<file path="config.mk">
export PLATFORM = sky130hd
export DESIGN_NAME = cache_mem_arbiter
export DESIGN_NICKNAME = d
export VERILOG_FILES = /design/src/rtl/cache_mem_arbiter_pkg.sv /design/src/rtl/cache_arb_grant.sv /design/src/rtl/cache_mem_arbiter.sv
export SDC_FILE = /design/constraint.sdc
export NUM_CORES = 1
export LEC_CHECK = 0
export BUFFER_PORTS_ARGS = -buffer_cell sky130_fd_sc_hd__buf_4
export CORE_AREA = 2 2 625 627
export CTS_CLUSTER_DIAMETER = 120
export DETAILED_ROUTE_END_ITERATION = 16
export DIE_AREA = 0 0 627 629
export GPL_ROUTABILITY_DRIVEN = 1
export PLACE_DENSITY = 0.3
export SLEW_MARGIN = 0
export SYNTH_ARGS = -nofsm -noshare
export SYNTH_HDL_FRONTEND = slang
export SYNTH_SLANG_ARGS = --single-unit
</file>
<file path="constraint.sdc">
create_clock -name clk -period 1.8 [get_ports clk]
set_input_delay 0.18 -clock clk [delete_from_list [all_inputs] [get_ports clk]]
set_output_delay 0.18 -clock clk [all_outputs]
set_load 0.1 [all_outputs]
</file>
<file path="src/rtl/cache_mem_arbiter_pkg.sv">
// Shared types for the cache/memory arbiter: bus widths, requester identities
// and small helpers that classify a requester.
package cache_mem_arbiter_pkg;

  typedef logic [31:0]  bus32_t;
  typedef logic [255:0] bus256_t;

  typedef enum logic [2:0] {
    OWN_IC    = 3'd0,
    OWN_DC_RD = 3'd1,
    OWN_DC_WR = 3'd2,
    OWN_UC_RD = 3'd3,
    OWN_UC_WR = 3'd4
  } arb_owner_e;

  localparam int unsigned NumOwners = 5;

  function automatic arb_owner_e grant_owner(input logic [NumOwners-1:0] grant);
    arb_owner_e owner;
    owner = OWN_IC;
    for (int i = 0; i < NumOwners; i++) begin
      if (grant[i]) owner = arb_owner_e'(3'(i));
    end
    return owner;
  endfunction

  function automatic logic owner_is_read(input arb_owner_e owner);
    return (owner == OWN_IC) || (owner == OWN_DC_RD) || (owner == OWN_UC_RD);
  endfunction

  function automatic logic owner_is_line(input arb_owner_e owner);
    return (owner == OWN_IC) || (owner == OWN_DC_RD) || (owner == OWN_DC_WR);
  endfunction

endpackage

</file>
<file path="src/rtl/cache_arb_grant.sv">
// Combinational grant pick: fixed priority for writes and uncached traffic,
// round-robin (or dcache-first) between the two refill requesters.
module cache_arb_grant
  import cache_mem_arbiter_pkg::*;
#(
  parameter bit RR_EN = 1'b1
) (
  input  logic [NumOwners-1:0] req,
  input  logic                 rr_dc,
  output logic [NumOwners-1:0] grant
);

  // Writeback wins so a victim reaches memory before its set is refilled.
  always_comb begin
    grant = '0;
    if (req[OWN_DC_WR]) begin
      grant[OWN_DC_WR] = 1'b1;
    end else if (req[OWN_UC_WR]) begin
      grant[OWN_UC_WR] = 1'b1;
    end else if (req[OWN_UC_RD]) begin
      grant[OWN_UC_RD] = 1'b1;
    end else if (req[OWN_IC] && req[OWN_DC_RD]) begin
      if (RR_EN && !rr_dc) grant[OWN_IC] = 1'b1;
      else                 grant[OWN_DC_RD] = 1'b1;
    end else if (req[OWN_IC]) begin
      grant[OWN_IC] = 1'b1;
    end else if (req[OWN_DC_RD]) begin
      grant[OWN_DC_RD] = 1'b1;
    end
  end

endmodule

</file>
<file path="src/rtl/cache_mem_arbiter.sv">
// Shares one memory port among icache/dcache refills, dcache writeback and
// uncached reads/writes; a single transaction is outstanding at a time.
module cache_mem_arbiter
  import cache_mem_arbiter_pkg::*;
#(
  parameter int unsigned ADDR_W = 32,
  parameter int unsigned LINE_W = 256,
  parameter int unsigned RR_EN  = 1
) (
  input  logic              clk,
  input  logic              reset,
  input  logic              ic_rd_req,
  input  logic [ADDR_W-1:0] ic_rd_addr,
  output logic              ic_rd_rdy,
  output logic              ic_ret_valid,
  output logic [LINE_W-1:0] ic_ret_data,
  input  logic              dc_rd_req,
  input  logic [ADDR_W-1:0] dc_rd_addr,
  output logic              dc_rd_rdy,
  output logic              dc_ret_valid,
  output logic [LINE_W-1:0] dc_ret_data,
  input  logic              dc_wr_req,
  input  logic [ADDR_W-1:0] dc_wr_addr,
  input  logic [LINE_W-1:0] dc_wr_data,
  output logic              dc_wr_rdy,
  output logic              dc_bvalid,
  input  logic              uc_ren,
  input  logic [31:0]       uc_araddr,
  output logic              uc_rrdy,
  output logic              uc_rvalid,
  output logic [31:0]       uc_rdata,
  input  logic              uc_wen,
  input  logic [31:0]       uc_awaddr,
  input  logic [31:0]       uc_wdata,
  input  logic [3:0]        uc_wstrb,
  output logic              uc_wrdy,
  output logic              uc_bvalid,
  output logic              mem_rd_req,
  output logic [ADDR_W-1:0] mem_rd_addr,
  output logic              mem_rd_line,
  input  logic              mem_rd_rdy,
  input  logic              mem_ret_valid,
  input  logic [LINE_W-1:0] mem_ret_data,
  output logic              mem_wr_req,
  output logic [ADDR_W-1:0] mem_wr_addr,
  output logic              mem_wr_line,
  output logic [LINE_W-1:0] mem_wr_data,
  output logic [3:0]        mem_wr_strb,
  input  logic              mem_wr_rdy,
  input  logic              mem_bvalid
);

  typedef enum logic [2:0] {
    StIdle,
    StRdIssue,
    StRdWait,
    StWrIssue,
    StWrWait,
    StResp
  } state_e;

  localparam logic [ADDR_W-1:0] LineMask = ADDR_W'(LINE_W / 8 - 1);

  state_e              state_q, state_d;
  arb_owner_e          owner_q, owner_d;
  logic [ADDR_W-1:0]   addr_q, addr_d;
  logic [LINE_W-1:0]   wdata_q, wdata_d;
  logic [LINE_W-1:0]   rdata_q, rdata_d;
  logic [3:0]          strb_q, strb_d;
  logic                line_q, line_d;
  logic                rr_dc_q, rr_dc_d;

  logic [NumOwners-1:0] req_vec;
  logic [NumOwners-1:0] grant;
  logic                 idle_ok;
  logic                 accept;
  arb_owner_e           acc_owner;

  always_comb begin
    req_vec            = '0;
    req_vec[OWN_IC]    = ic_rd_req;
    req_vec[OWN_DC_RD] = dc_rd_req;
    req_vec[OWN_DC_WR] = dc_wr_req;
    req_vec[OWN_UC_RD] = uc_ren;
    req_vec[OWN_UC_WR] = uc_wen;
  end

  cache_arb_grant #(
    .RR_EN(RR_EN != 0)
  ) u_grant (
    .req  (req_vec),
    .rr_dc(rr_dc_q),
    .grant(grant)
  );

  assign idle_ok   = (state_q == StIdle) && !reset;
  assign accept    = idle_ok && (|grant);
  assign acc_owner = grant_owner(grant);

  always_ff @(posedge clk) begin
    if (reset) begin
      state_q <= StIdle;
    end else begin
      state_q <= state_d;
    end
  end

  always_comb begin
    state_d = state_q;
    unique case (state_q)
      StIdle:    if (accept) state_d = owner_is_read(acc_owner) ? StRdIssue : StWrIssue;
      StRdIssue: if (mem_rd_rdy) state_d = StRdWait;
      StRdWait:  if (mem_ret_valid) state_d = StResp;
      StWrIssue: if (mem_wr_rdy) state_d = StWrWait;
      StWrWait:  if (mem_bvalid) state_d = StResp;
      StResp:    state_d = StIdle;
      default:   state_d = StIdle;
    endcase
  end

  always_comb begin
    ic_rd_rdy    = idle_ok && grant[OWN_IC];
    dc_rd_rdy    = idle_ok && grant[OWN_DC_RD];
    dc_wr_rdy    = idle_ok && grant[OWN_DC_WR];
    uc_rrdy      = idle_ok && grant[OWN_UC_RD];
    uc_wrdy      = idle_ok && grant[OWN_UC_WR];

    mem_rd_req   = (state_q == StRdIssue);
    mem_rd_addr  = addr_q;
    mem_rd_line  = line_q;
    mem_wr_req   = (state_q == StWrIssue);
    mem_wr_addr  = addr_q;
    mem_wr_line  = line_q;
    mem_wr_data  = wdata_q;
    mem_wr_strb  = strb_q;

    ic_ret_valid = (state_q == StResp) && (owner_q == OWN_IC);
    dc_ret_valid = (state_q == StResp) && (owner_q == OWN_DC_RD);
    dc_bvalid    = (state_q == StResp) && (owner_q == OWN_DC_WR);
    uc_rvalid    = (state_q == StResp) && (owner_q == OWN_UC_RD);
    uc_bvalid    = (state_q == StResp) && (owner_q == OWN_UC_WR);
    ic_ret_data  = ic_ret_valid ? rdata_q : '0;
    dc_ret_data  = dc_ret_valid ? rdata_q : '0;
    uc_rdata     = uc_rvalid ? rdata_q[31:0] : '0;
  end

  // Request fields are captured on accept so the memory side sees them stable.
  always_comb begin
    owner_d = owner_q;
    addr_d  = addr_q;
    wdata_d = wdata_q;
    rdata_d = rdata_q;
    strb_d  = strb_q;
    line_d  = line_q;
    rr_dc_d = rr_dc_q;
    if (accept) begin
      owner_d = acc_owner;
      line_d  = owner_is_line(acc_owner);
      strb_d  = 4'hF;
      wdata_d = '0;
      unique case (acc_owner)
        OWN_IC:    addr_d = ic_rd_addr;
        OWN_DC_RD: addr_d = dc_rd_addr;
        OWN_DC_WR: begin
          addr_d  = dc_wr_addr;
          wdata_d = dc_wr_data;
        end
        OWN_UC_RD: addr_d = ADDR_W'(uc_araddr);
        OWN_UC_WR: begin
          addr_d  = ADDR_W'(uc_awaddr);
          wdata_d = LINE_W'(uc_wdata);
          strb_d  = uc_wstrb;
        end
        default:   addr_d = addr_q;
      endcase
      if (line_d) addr_d = addr_d & ~LineMask;
      if (RR_EN != 0) begin
        if (acc_owner == OWN_IC)         rr_dc_d = 1'b1;
        else if (acc_owner == OWN_DC_RD) rr_dc_d = 1'b0;
      end
    end
    if ((state_q == StRdWait) && mem_ret_valid) begin
      rdata_d = (owner_q == OWN_UC_RD) ? LINE_W'(mem_ret_data[31:0]) : mem_ret_data;
    end
  end

  always_ff @(posedge clk) begin
    if (reset) begin
      owner_q <= OWN_IC;
      addr_q  <= '0;
      wdata_q <= '0;
      rdata_q <= '0;
      strb_q  <= '0;
      line_q  <= 1'b0;
      rr_dc_q <= 1'b0;
    end else begin
      owner_q <= owner_d;
      addr_q  <= addr_d;
      wdata_q <= wdata_d;
      rdata_q <= rdata_d;
      strb_q  <= strb_d;
      line_q  <= line_d;
      rr_dc_q <= rr_dc_d;
    end
  end

endmodule

</file>
Word level (Yosys, flattened, before mapping)
Index checks and enable logic that the tools add are counted.
Storage, ports and cells
  register bits: 556
  input port bits: 719
  output and inout port bits: 882
Cells by class
  eq/ne operators: 18
  muxes and demuxes: 35
  reductions and logical operators: 27
Operators with widths (number)
  two-way mux 256 bit: 3
  case mux 256 bit (2 select lines): 1
  case mux 32 bit (5 select lines): 1
  two-way mux 32 bit: 1
  two-way mux 3 bit: 8
  == test 3 x 2 -> 1 bit (second input constant): 6
  case mux 3 bit (5 select lines): 1
  logical AND 1 bit: 14
  == test 3 bit (second input constant): 4
  two-way mux 1 bit: 12
  two-way mux 2 bit: 6
  == test 3 x 1 -> 1 bit (second input constant): 3
  zero test 3 bit: 3
  != test 2 bit (second input constant): 3
  nonzero test 6 bit: 1
  two-way mux 5 bit: 1
  AND reduction 5 bit: 1
  OR reduction 5 bit: 1
  two-way mux 4 bit: 1
  != test 2 x 1 -> 1 bit (second input constant): 2
  AND reduction 2 bit: 2
  logical OR 1 bit: 3
  nonzero test 2 bit: 1
  zero test 1 bit: 1

Logic depth before layout (Yosys ltp)
Gate-level depths: netlist of run 1.
  depth in word-level cells: 16
  mapped depth: 8
  mapped depth without buffers: 5

Modules after synthesis
From an unflattened synthesis of run 1, not the netlist that was laid out.
Unflattened totals
  cells, all modules: 3050
  area, all modules: 24601.1 µm²
By module, submodules not included
  cache_mem_arbiter: instances 1, cells an instance 3042, area each 24544.8 µm², sequential area each 11130.7 µm²
  cache_arb_grant: instances 1, cells an instance 8, area each 56.3 µm², sequential area each 0.0 µm²

Worst setup path after synthesis of run 1
OpenSTA, ideal clock, no wires.
  path kind: register -> output
  start: register state_q[2]
  end: output port uc_bvalid
  data arrival time: 3.578 ns
  required time: 1.620 ns
  setup slack: -1.958 ns
  stages on the path, launching flop included: 4
  cells stage by stage: dfxtp_1 > clkbuf_1 > nand2_1 > nor4_1
Between the ends
  cells in the longest elaborated chain, start to end: 2
RTL lines
  start, declared: line cache_mem_arbiter.sv:64  | state_e state_q, state_d;
  start signal, assigned: line cache_mem_arbiter.sv:102  | state_q <= StIdle;
  start signal, assigned: line cache_mem_arbiter.sv:104  | state_q <= state_d;
  == test 3 bit: line cache_mem_arbiter.sv:141  | uc_bvalid = (state_q == StResp) && (owner_q == OWN_UC_WR);
  logical AND 1 bit: line cache_mem_arbiter.sv:141
  end, declared: line cache_mem_arbiter.sv:37  | output logic uc_bvalid,
No other way between the ends.

Worst setup path after layout of run 1
  start: register owner_q[2]
  end: output port dc_ret_data[56]
Between the ends
  cells in the longest elaborated chain, start to end: 3
RTL lines
  start, declared: line cache_mem_arbiter.sv:65  | arb_owner_e owner_q, owner_d;
  start signal, assigned: line cache_mem_arbiter.sv:197  | owner_q <= owner_d;
  == test 3 x 1 -> 1 bit: line cache_mem_arbiter.sv:138  | dc_ret_valid = (state_q == StResp) && (owner_q == OWN_DC_RD);
  logical AND 1 bit: line cache_mem_arbiter.sv:138
  two-way mux 256 bit: line cache_mem_arbiter.sv:143  | dc_ret_data = dc_ret_valid ? rdata_q : '0;
  end, declared: line cache_mem_arbiter.sv:21  | output logic [LINE_W-1:0] dc_ret_data,
No other way between the ends.

==> results of run 1 <==
## synth_stat cells (4+ instances only)
master | n | area share [%]
a221o_1 | 27 | 1.1
or3_1 | 4 | 0.11
buf_2 | 80 | 1.7
a21oi_1 | 46 | 0.98
nand2b_1 | 31 | 0.83
dfxtp_1 | 556 | 47
a221oi_1 | 27 | 1.0
nor2_1 | 499 | 8.0
clkbuf_1 | 185 | 3.0
o21ai_0 | 55 | 1.2
a22oi_1 | 453 | 14
nand2_1 | 76 | 1.2
a222oi_1 | 32 | 1.4
nand3_1 | 28 | 0.60
buf_4 | 36 | 1.1
and2_1 | 547 | 15
## sequential cells by signal (all words and copies together), names as in the netlist
register	cells
mem_wr_strb	4
rr_dc_q	1
mem_rd_line	1
mem_wr_data	256
state_q	3
rdata_q	256
owner_q	3
mem_rd_addr	32
## metrics by stage
stage               hold slack (ns)  utilization (%)  setup TNS (ns)  instance area (µm²)
global placement              0.415             11.5         -277.26                44700
finish                       0.0810             14.6         -613.50                56400
global route                 0.0555             14.6         -757.59                56400
CTS                         0.00265             14.2         -699.80                55100
detailed placement            0.422             11.5         -278.19                44700
floorplan                     0.315                -          -41.99                25200
## worst max-delay path by stage
stage	from	slack [ns]	endpoint
after global placement	state_q[2]$_SDFFE_PP0P_	-0.42	owner_q[0]$_SDFFE_PP0P_
after detailed placement	owner_q[2]$_SDFFE_PP0P_	-0.43	dc_ret_data[108]
after global routing	owner_q[2]$_SDFFE_PP0P_	-1.20	dc_ret_data[56]
final	owner_q[2]$_SDFFE_PP0P_	-1.09	dc_ret_data[56]
after floorplan	state_q[1]$_SDFFE_PP0P_	-0.22	dc_ret_data[100]
after CTS	owner_q[2]$_SDFFE_PP0P_	-1.19	dc_ret_data[156]
## layer usage
layer,part of all wire [%],up-vias,track usage [%]
li1,-,14000,-
met1,37,15200,14.3
met2,52,1446,25.0
met3,7.6,411,4.05
met4,3.1,20,3.10
met5,0.045,-,0
## critical path: stages (launching register included)
cell	delay, ns
dfxtp_2	0.32
nand2b_4	0.13
or2_4	0.26
nor3b_4	0.26
buf_12	0.21
buf_12	0.24
and2_4	0.19
buf_6	0.22
## cells by family (layout without fill, tap and decap cells)
logic type / Yosys count / in the layout / synth area share (%)
simple gates: 1205 / 1205 / 25.9
other cells: 0 / 31 / 0
flops: 556 / 556 / 47.4
buf+inv: 304 / 2621 / 5.86
compound gates: 656 / 656 / 20.7
mux: 2 / 2 / 0.0905
## cell type report
cell class              count  area share [%]
inverters                   2          0.0133
clock buffers             122            4.30
well taps                5197            11.5
repair buffers           2482            41.7
diodes                     31           0.137
multi-input cells        1863            22.1
clock inverters            15           0.477
flip-flops and latches    556            19.7
## power by group through the flow
stage,Clock (W),Sequential (W),Combinational [W]
global route,0.0181,0.0159,0.0247
floorplan,0,0.0216,0.00752
CTS,0.0178,0.0157,0.0239
global placement,0,0.0160,0.0221
finish,0.0169,0.0157,0.0235
detailed placement,0,0.0160,0.0221
## timing repair
action	in CTS	in global routing
gates resized for setup	203	272
cloned	0	4
hold endpoints to repair	556	0
setup buffers	5	4
hold buffers	690	0
endpoints found under the setup margin	1257	1234
pin swaps	3	17
==> flow_metrics.py, run 1 <==
metrics = {
    "cells_and_area": {
        "seq_area_mm2": 0.0111,
        "drive_gt1_share_pct": 49.3,
        "layout_common_cells": "1453 x buf_4, 690 x dlygate4sd3_1, 552 x dfxtp_1, 525 x and2_4, 496 x nor2_1",
        "multi_input_area_mm2": 0.0125,
        "fillers": 44100,
        "finalNetCount": 5709,
        "layout_commonest_cell": "buf_4",
        "instances_no_fill": 10300,
        "areaGrowthSynthToFinish_pct": 140,
    },
    "sta": {
        "finalSetupViolCount": 1103,
        "postLayoutSetupSlackWorst_ns": -1.09,
        "timing.final.max_slew_violations": 0,
        "rsz0062_at_grt": "yes",
        "min_period_over_period_pct": 161,
        "hold_viol_final": 0,
        "tightestPinTransition_ns": 0.868,
        "finClkSkew_ns": 0.108,
        "min_period_ns": 2.89,
        "max_slew_margin_pct": 42.0,
        "fmax_ghz": 0.346,
    },
    "power": {
        "p_leak_nw": 23.0,
        "switching_share_pct": 45.7,
        "fin_total_pwr_w": 0.0562,
        "ir_worst_vdd_v": 0.000913,
        "comb_power_share_pct": 41.8,
        "power_density_mw_per_mm2": 995,
        "power_frac_seq_pct": 28.0,
        "intPower_w": 0.0305,
        "switchingPower_w": 0.0257,
        "clock_power_share_pct": 30.2,
    },
    "floorplanning": {
        "coreArea_mm2": 0.388,
        "rows": 229,
        "fp.dieW_um": 627,
        "start_util_pct": 6.06,
        "num_io_pins": 1601,
        "dieArea_mm2": 0.394,
        "fp.dieH_um": 629,
    },
    "place": {
        "dpl.hpwl_um": 240000,
        "dp_cells": 9397,
        "gp_congestion": 0.918,
        "portBuffers": 1585,
        "pre_cts_ws_ns": -0.428,
    },
    "route": {
        "drc": 0,
        "dr.first_iter.drc_count": 1913,
        "first_pass_iters": 8,
        "drtAntennaViolNets": 0,
        "wl_per_cell_um": 26.7,
        "dr_total_vias": 31100,
        "wl_um": 275000,
        "via_per_inst": 3.03,
    },
    "worst_setup_path": {
        "startpoint_type": "flop",
        "regToRegSetupSlack_ns": -0.42,
        "cp-end-kind": "output port",
        "r2r_end": "owner_q[0]$_SDFFE_PP0P_",
        "rr_worst_depth": 7,
        "crit_fanout": 35,
        "required_ns": 1.62,
        "critPathKind": "flop to output port",
        "cp.arrival_ns": 2.71,
        "r2r-start": "state_q[2]$_SDFFE_PP0P_",
    },
    "yosys": {
        "synthArstFlopShare_pct": 0,
        "netlist_area_mm2": 0.0235,
        "synth_fp_nets": 3442,
        "synth_edf_count": 0,
        "synthCells": 2723,
        "ys_warn_count": 0,
        "ys_types": 45,
        "syn-mean-instance-area_um2": 8.63,
        "ys_seq_elements": 556,
        "yosys_most_used_dff": "dfxtp_1",
        "synth-seq-area-share_pct": 47.4,
    },
    "clock_tree": {
        "clk_pin_slew_ns": 0.05,
        "clockBufferDepth": 4,
        "root_buffer": "clkbuf_16",
        "clock-sinks": 556,
        "cts_max_level": 3,
        "numCtsBuffers": 85,
        "cts_tree": "done",
        "clk_latency_ns": 0.83,
    },
    "min_path": {
        "hold_path.class": "input port to flop",
        "hold_start": "dc_wr_addr[16]",
        "min_to": "mem_rd_addr[16]$_SDFFE_PP0P_",
        "whs_path_depth": 5,
    },
    "global_routing": {
        "grt_usage_pct": 13.3,
        "grt_max_degree": 109,
        "grt_pass1_wl_um": 342000,
        "grt_pass1_vias": 30600,
        "gr-total-overflow": 0,
        "antenna_found_initial": 160,
    },
    "run": {
        "cap_violations": 0,
    },
    "outcome": {
        "status": "finished, violations left",
        "violations": "setup timing",
    },
}
No activity file was read; power rests on OpenSTA's default activity.
==> inputs of run 2 (changes only) <==
--- a/config.mk
+++ b/config.mk
@@ -7,11 +7,12 @@
 export LEC_CHECK = 0
 export BUFFER_PORTS_ARGS = -buffer_cell sky130_fd_sc_hd__buf_4
 export CORE_AREA = 2 2 625 627
+export CTS_BUF_LIST = sky130_fd_sc_hd__clkbuf_2 sky130_fd_sc_hd__clkbuf_4 sky130_fd_sc_hd__clkbuf_8
 export CTS_CLUSTER_DIAMETER = 120
 export DETAILED_ROUTE_END_ITERATION = 16
 export DIE_AREA = 0 0 627 629
 export GPL_ROUTABILITY_DRIVEN = 1
-export PLACE_DENSITY = 0.3
+export PLACE_DENSITY_LB_ADDON = 0.2
 export SLEW_MARGIN = 0
 export SYNTH_ARGS = -nofsm -noshare
 export SYNTH_HDL_FRONTEND = slang
==> flow_metrics.py, run 2 (synthesis results as in run 1) <==
metrics = {
    "sta": {
        "timing.final.max_slew_violations": 0,
        "max_slew_margin_pct": 38.2,
        "postLayoutSetupSlackWorst_ns": -1.18,
        "fmax_ghz": 0.335,
        "tightestPinTransition_ns": 0.926,
        "min_period_ns": 2.98,
        "finalSetupViolCount": 1188,
        "rsz0062_at_grt": "yes",
        "hold_viol_final": 0,
        "finClkSkew_ns": 0.126,
        "min_period_over_period_pct": 166,
    },
    "route": {
        "via_per_inst": 3.07,
        "drc": 0,
        "drtAntennaViolNets": 0,
        "dr.first_iter.drc_count": 2012,
        "wl_um": 269000,
        "first_pass_iters": 7,
        "wl_per_cell_um": 25.2,
        "dr_total_vias": 32800,
    },
    "power": {
        "p_leak_nw": 24.8,
        "power_density_mw_per_mm2": 922,
        "ir_worst_vdd_v": 0.00131,
        "fin_total_pwr_w": 0.0564,
    },
    "global_routing": {
        "antenna_found_initial": 199,
        "grt_max_degree": 74,
        "grt_busiest_layer": "met2",
        "grt_pass1_vias": 32800,
        "grt_pass1_wl_um": 339000,
        "grt_use_met1_pct": 14.3,
        "grtUsageMet2_pct": 24.2,
        "grt_usage_pct": 13.0,
        "met3_usage_pct": 3.43,
        "gr-total-overflow": 0,
    },
    "clock_tree": {
        "clk_pin_slew_ns": 0.06,
        "root_buffer": "clkbuf_8",
        "cts_tree": "done",
        "cts_max_level": 4,
        "clk_latency_ns": 0.98,
        "clockBufferDepth": 4,
        "numCtsBuffers": 134,
        "clock-sinks": 556,
    },
    "outcome": {
        "status": "finished, violations left",
        "violations": "setup timing",
    },
    "floorplanning": {
        "fp.dieW_um": 627,
        "num_io_pins": 1601,
        "fp.dieH_um": 629,
        "coreArea_mm2": 0.388,
        "rows": 229,
        "start_util_pct": 6.06,
        "dieArea_mm2": 0.394,
    },
    "worst_setup_path": {
        "startpoint_type": "flop",
        "crit_path_top_delay_cell": "dfxtp_2",
        "cp.arrival_ns": 2.80,
        "cp.depth": 7,
        "r2r-start": "state_q[2]$_SDFFE_PP0P_",
        "required_ns": 1.62,
        "path_buf_inv": 4,
        "critPathKind": "flop to output port",
        "cpMostUsedCell": "buf_4",
        "rr_worst_depth": 8,
        "cp-end-kind": "output port",
        "path_cells": "nand2b_4 > buf_4 > nor4_4 > clkbuf_16 > buf_4 > and2_4 > buf_4",
        "crit_fanout": 33,
        "slowest_delay_ns": 0.32,
        "regToRegSetupSlack_ns": -0.41,
        "cp_top_family": "buffers and inverters",
        "r2r_end": "mem_wr_data[1]$_SDFFE_PP0P_",
    },
    "min_path": {
        "hold_start": "dc_wr_data[119]",
        "hold_path.class": "input port to flop",
        "min_to": "mem_wr_data[119]$_SDFFE_PP0P_",
        "whs_path_depth": 4,
    },
    "run": {
        "cap_violations": 0,
    },
    "cells_and_area": {
        "layout_common_cells": "1412 x buf_4, 987 x dlygate4sd3_1, 553 x dfxtp_1, 525 x and2_4, 496 x nor2_1",
        "finalNetCount": 6079,
        "areaGrowthSynthToFinish_pct": 160,
        "drive_gt1_share_pct": 48.0,
        "postLayoutCoreUtil_pct": 15.8,
        "layout_commonest_cell": "buf_4",
    },
    "place": {
        "gp_congestion": 0.888,
        "pre_cts_ws_ns": -0.437,
        "portBuffers": 1585,
        "dpl.hpwl_um": 230000,
    },
}
[run 2: cell types whose count changed in the layout (fill, tap and decap cells not counted), sizes merged]
cell,previous run,this run
clkinv,7,14
dlygate4sd3,690,987
clkbuf,125,201
clkinvlp,0,6
buf,1789,1811
inv,4,6
diode,31,46
[run 2: cell type report]
class                      instances  area, µm²
antenna                           46        115
tap                             5197       6500
multi-input combinational       1863      12500
clock buffer                     196       2470
fill                           43800     327000
clock inverter                    30        353
sequential                       556      11100
inverter                           2       7.51
timing repair buffer            2803      28100
[run 2: how the worst max path moves through the flow]
| stage | start | to | slack [ns] |
|---|---|---|---|
| 2_1_floorplan | state_q[1]$_SDFFE_PP0P_ | dc_ret_data[100] | -0.22 |
| 3_3_place_gp | uc_ren | mem_rd_addr[29]$_SDFFE_PP0P_ | -0.44 |
| 3_5_place_dp | uc_ren | mem_rd_addr[29]$_SDFFE_PP0P_ | -0.44 |
| 4_1_cts | owner_q[2]$_SDFFE_PP0P_ | dc_ret_data[47] | -1.38 |
| 5_1_grt | owner_q[2]$_SDFFE_PP0P_ | dc_ret_data[25] | -1.39 |
| 6_report | state_q[1]$_SDFFE_PP0P_ | ic_ret_data[26] | -1.18 |
[run 2: worst reg2reg max path: stages, from the launching register on]
cell,delay (ns)
dfxtp_2,0.33
buf_4,0.15
nor4_4,0.31
buf_4,0.28
o31ai_4,0.11
buf_12,0.18
buf_4,0.39
a222oi_1,0.27
nor2_1,0.06
[run 2: routing by layer]
layer | vias to the layer above | part of all wire (%)
met1 | 15900 | 38
li1 | 14800 | -
met4 | 52 | 3.0
met5 | - | 0.12
met2 | 1543 | 53
met3 | 530 | 6.7
[run 2: timing repair]
action,CTS,global route
resized for setup,312,426
hold buffers,987,0
hold endpoints to repair,555,0
gates cloned,0,6
setup endpoints to repair,1432,1434
setup buffers,0,4
pin swaps,0,15
[run 2: metrics by stage]
step           area [µm²]  setup TNS (ns)  instances  hold WS, ns
2_1_floorplan       25200          -41.99       2723        0.315
3_3_place_gp        45100         -254.62       9424        0.412
3_5_place_dp        45100         -261.47       9424        0.412
4_1_cts             59000         -888.24      10600      -0.0239
5_1_grt             61100         -924.42      10700       0.0459
6_report            61100         -701.92      10700        0.134
[run 2: report_power, final]
group	total [W]	internal [W]	switching, W
combinational	0.0239	0.00708	0.0168
clock	0.0169	0.00964	0.00730
sequential	0.0155	0.0139	0.00164
total	0.0564	0.0306	0.0258
==> inputs of run 3 (changes only) <==
--- a/config.mk
+++ b/config.mk
@@ -7,7 +7,7 @@
 export LEC_CHECK = 0
 export BUFFER_PORTS_ARGS = -buffer_cell sky130_fd_sc_hd__buf_4
 export CORE_AREA = 2 2 625 627
-export CTS_BUF_LIST = sky130_fd_sc_hd__clkbuf_2 sky130_fd_sc_hd__clkbuf_4 sky130_fd_sc_hd__clkbuf_8
+export CTS_BUF_LIST = sky130_fd_sc_hd__clkbuf_16
 export CTS_CLUSTER_DIAMETER = 120
 export DETAILED_ROUTE_END_ITERATION = 16
 export DIE_AREA = 0 0 627 629
==> constraint.sdc (replaced) <==
create_clock -name clk -period 3.4 [get_ports clk]
set_input_delay 0.34 -clock clk [delete_from_list [all_inputs] [get_ports clk]]
set_output_delay 0.34 -clock clk [all_outputs]
set_load 0.1 [all_outputs]
==> flow_metrics.py, run 3 (synthesis results as in run 1) <==
metrics = {
    "outcome": {
        "status": "finished clean",
    },
    "worst_setup_path": {
        "crit_fanout": 15,
        "required_ns": 3.06,
        "critPathKind": "flop to output port",
        "cp-end-kind": "output port",
        "startpoint_type": "flop",
        "cp.arrival_ns": 2.90,
    },
    "sta": {
        "min_period_over_period_pct": 95.3,
        "finClkSkew_ns": 0.0617,
        "timing.final.max_slew_violations": 0,
        "tightestPinTransition_ns": 1.07,
        "min_period_ns": 3.24,
        "postLayoutSetupSlackWorst_ns": 0.161,
        "hold_viol_final": 0,
        "finalSetupViolCount": 0,
        "rsz0062_at_grt": "yes",
        "max_slew_margin_pct": 28.6,
        "fmax_ghz": 0.309,
        "holdWs_ns": 0.144,
    },
    "route": {
        "drtAntennaViolNets": 0,
        "dr.first_iter.drc_count": 1918,
        "via_per_inst": 3.01,
        "drc": 0,
        "first_pass_iters": 6,
        "wl_per_cell_um": 26.2,
        "dr_total_vias": 30500,
        "wl_um": 266000,
    },
    "clock_tree": {
        "clock-sinks": 556,
        "numCtsBuffers": 93,
        "cts_max_level": 3,
        "clockBufferDepth": 4,
        "root_buffer": "clkbuf_16",
        "clk_latency_ns": 0.84,
        "cts_tree": "done",
        "clk_pin_slew_ns": 0.05,
    },
    "cells_and_area": {
        "finalNetCount": 5530,
        "multi_input_area_mm2": 0.0111,
        "layout_common_cells": "1431 x buf_4, 625 x dlygate4sd3_1, 556 x dfxtp_1, 545 x and2_1, 497 x nor2_1",
        "drive_gt1_share_pct": 37.2,
        "layout_commonest_cell": "buf_4",
        "fillers": 44500,
        "seq_area_mm2": 0.0111,
        "areaGrowthSynthToFinish_pct": 122,
    },
    "global_routing": {
        "grt_max_degree": 137,
        "grt_usage_pct": 12.9,
        "antenna_found_initial": 201,
        "grt_pass1_wl_um": 334000,
        "gr-total-overflow": 0,
        "grt_pass1_vias": 30200,
    },
    "power": {
        "comb_power_share_pct": 40.0,
        "intPower_w": 0.0164,
        "ir_worst_vdd_v": 0.000566,
        "clock_power_share_pct": 32.1,
        "switchingPower_w": 0.0134,
        "switching_share_pct": 45.0,
        "p_leak_nw": 21.2,
        "power_density_mw_per_mm2": 571,
        "power_frac_seq_pct": 27.9,
    },
    "floorplanning": {
        "fp.dieH_um": 629,
        "rows": 229,
        "coreArea_mm2": 0.388,
        "num_io_pins": 1601,
        "dieArea_mm2": 0.394,
        "start_util_pct": 6.06,
        "fp.dieW_um": 627,
    },
    "place": {
        "pre_cts_ws_ns": 0.730,
        "dpl.hpwl_um": 224000,
        "portBuffers": 1585,
        "gp_congestion": 0.907,
    },
    "min_path": {
        "hold_path.class": "input port to flop",
    },
    "run": {
        "cap_violations": 0,
    },
}
-- run 3: cell types whose count changed in the layout (fill, tap and decap cells not counted), moves of 90 or more --
cell,previous run,this run
buf_12,328,62
and2_1,1,545
clkbuf_16,5,95
clkbuf_8,159,0
buf_6,61,157
dlygate4sd3_1,987,625
and2_4,525,1
-- run 3: routing by layer --
layer,vias to the layer above,track usage [%],wire [µm]
met1,14800,14.1,99200
met2,1472,23.9,138000
met5,-,0,425
li1,13700,-,-
met3,456,4.03,20800
met4,62,3.14,7540
-- run 3: through the flow --
| stage | utilization [%] | setup TNS (ns) | std cells | cell area, µm² | total power, W |
|---|---|---|---|---|---|
| final | 13.5 | 0 | 10100 | 52100 | 0.0298 |
| after global routing | 13.4 | -0.177 | 10100 | 52100 | 0.0312 |
| after CTS | 13.2 | -3.11 | 10100 | 51100 | 0.0305 |
| after detailed placement | 10.7 | 0 | 9279 | 41600 | 0.0195 |
| after global placement | 10.7 | 0 | 9279 | 41600 | 0.0194 |
| after floorplan | - | 0 | 2723 | 23500 | 0.0153 |
-- run 3: repair_timing --
action / CTS / global route
pin swaps: 1 / 2
endpoints found under the setup margin: 201 / 237
cloned: 2 / 0
setup buffers: 6 / 1
hold buffers: 625 / 0
hold endpoints to repair: 549 / 0
resized for setup: 32 / 234
-- run 3: final cells by class --
class / instances / area share (%)
Clock inverter: 62 / 1.10
Timing Repair Buffer: 2295 / 39.0
Multi-Input combinational cell: 1863 / 21.2
Clock buffer: 95 / 4.56
Sequential cell: 556 / 21.3
Tap cell: 5197 / 12.5
Inverter: 2 / 0.0144
Antenna cell: 50 / 0.240
-- run 3: worst paths after layout --
path	from	to	slack (ns)	cells after the start
setup / recovery	owner_q[2]$_SDFFE_PP0P_	dc_ret_data[8]	0.16	7
hold / removal	mem_bvalid	state_q[0]$_SDFFE_PP0P_	0.14	5
setup reg to reg	state_q[0]$_SDFFE_PP0P_	mem_rd_addr[28]$_SDFFE_PP0P_	0.27	8
hold reg to reg	mem_rd_addr[3]$_SDFFE_PP0P_	mem_rd_addr[3]$_SDFFE_PP0P_	0.48	2
-- run 3: worst max-delay path: stages (launching register included) --
cell,delay (ns)
dfxtp_1,0.34
nand2b_1,0.20
or2_4,0.30
nor3b_4,0.29
buf_12,0.19
buf_4,0.20
and2_1,0.30
buf_6,0.28
-- run 3: power by group through the flow --
stage               Combinational, W  Sequential (W)  Clock, W
floorplan                    0.00390          0.0114         0
global placement              0.0110         0.00844         0
detailed placement            0.0110         0.00847         0
CTS                           0.0121         0.00834    0.0101
global route                  0.0125         0.00841    0.0102
finish                        0.0119         0.00831   0.00956
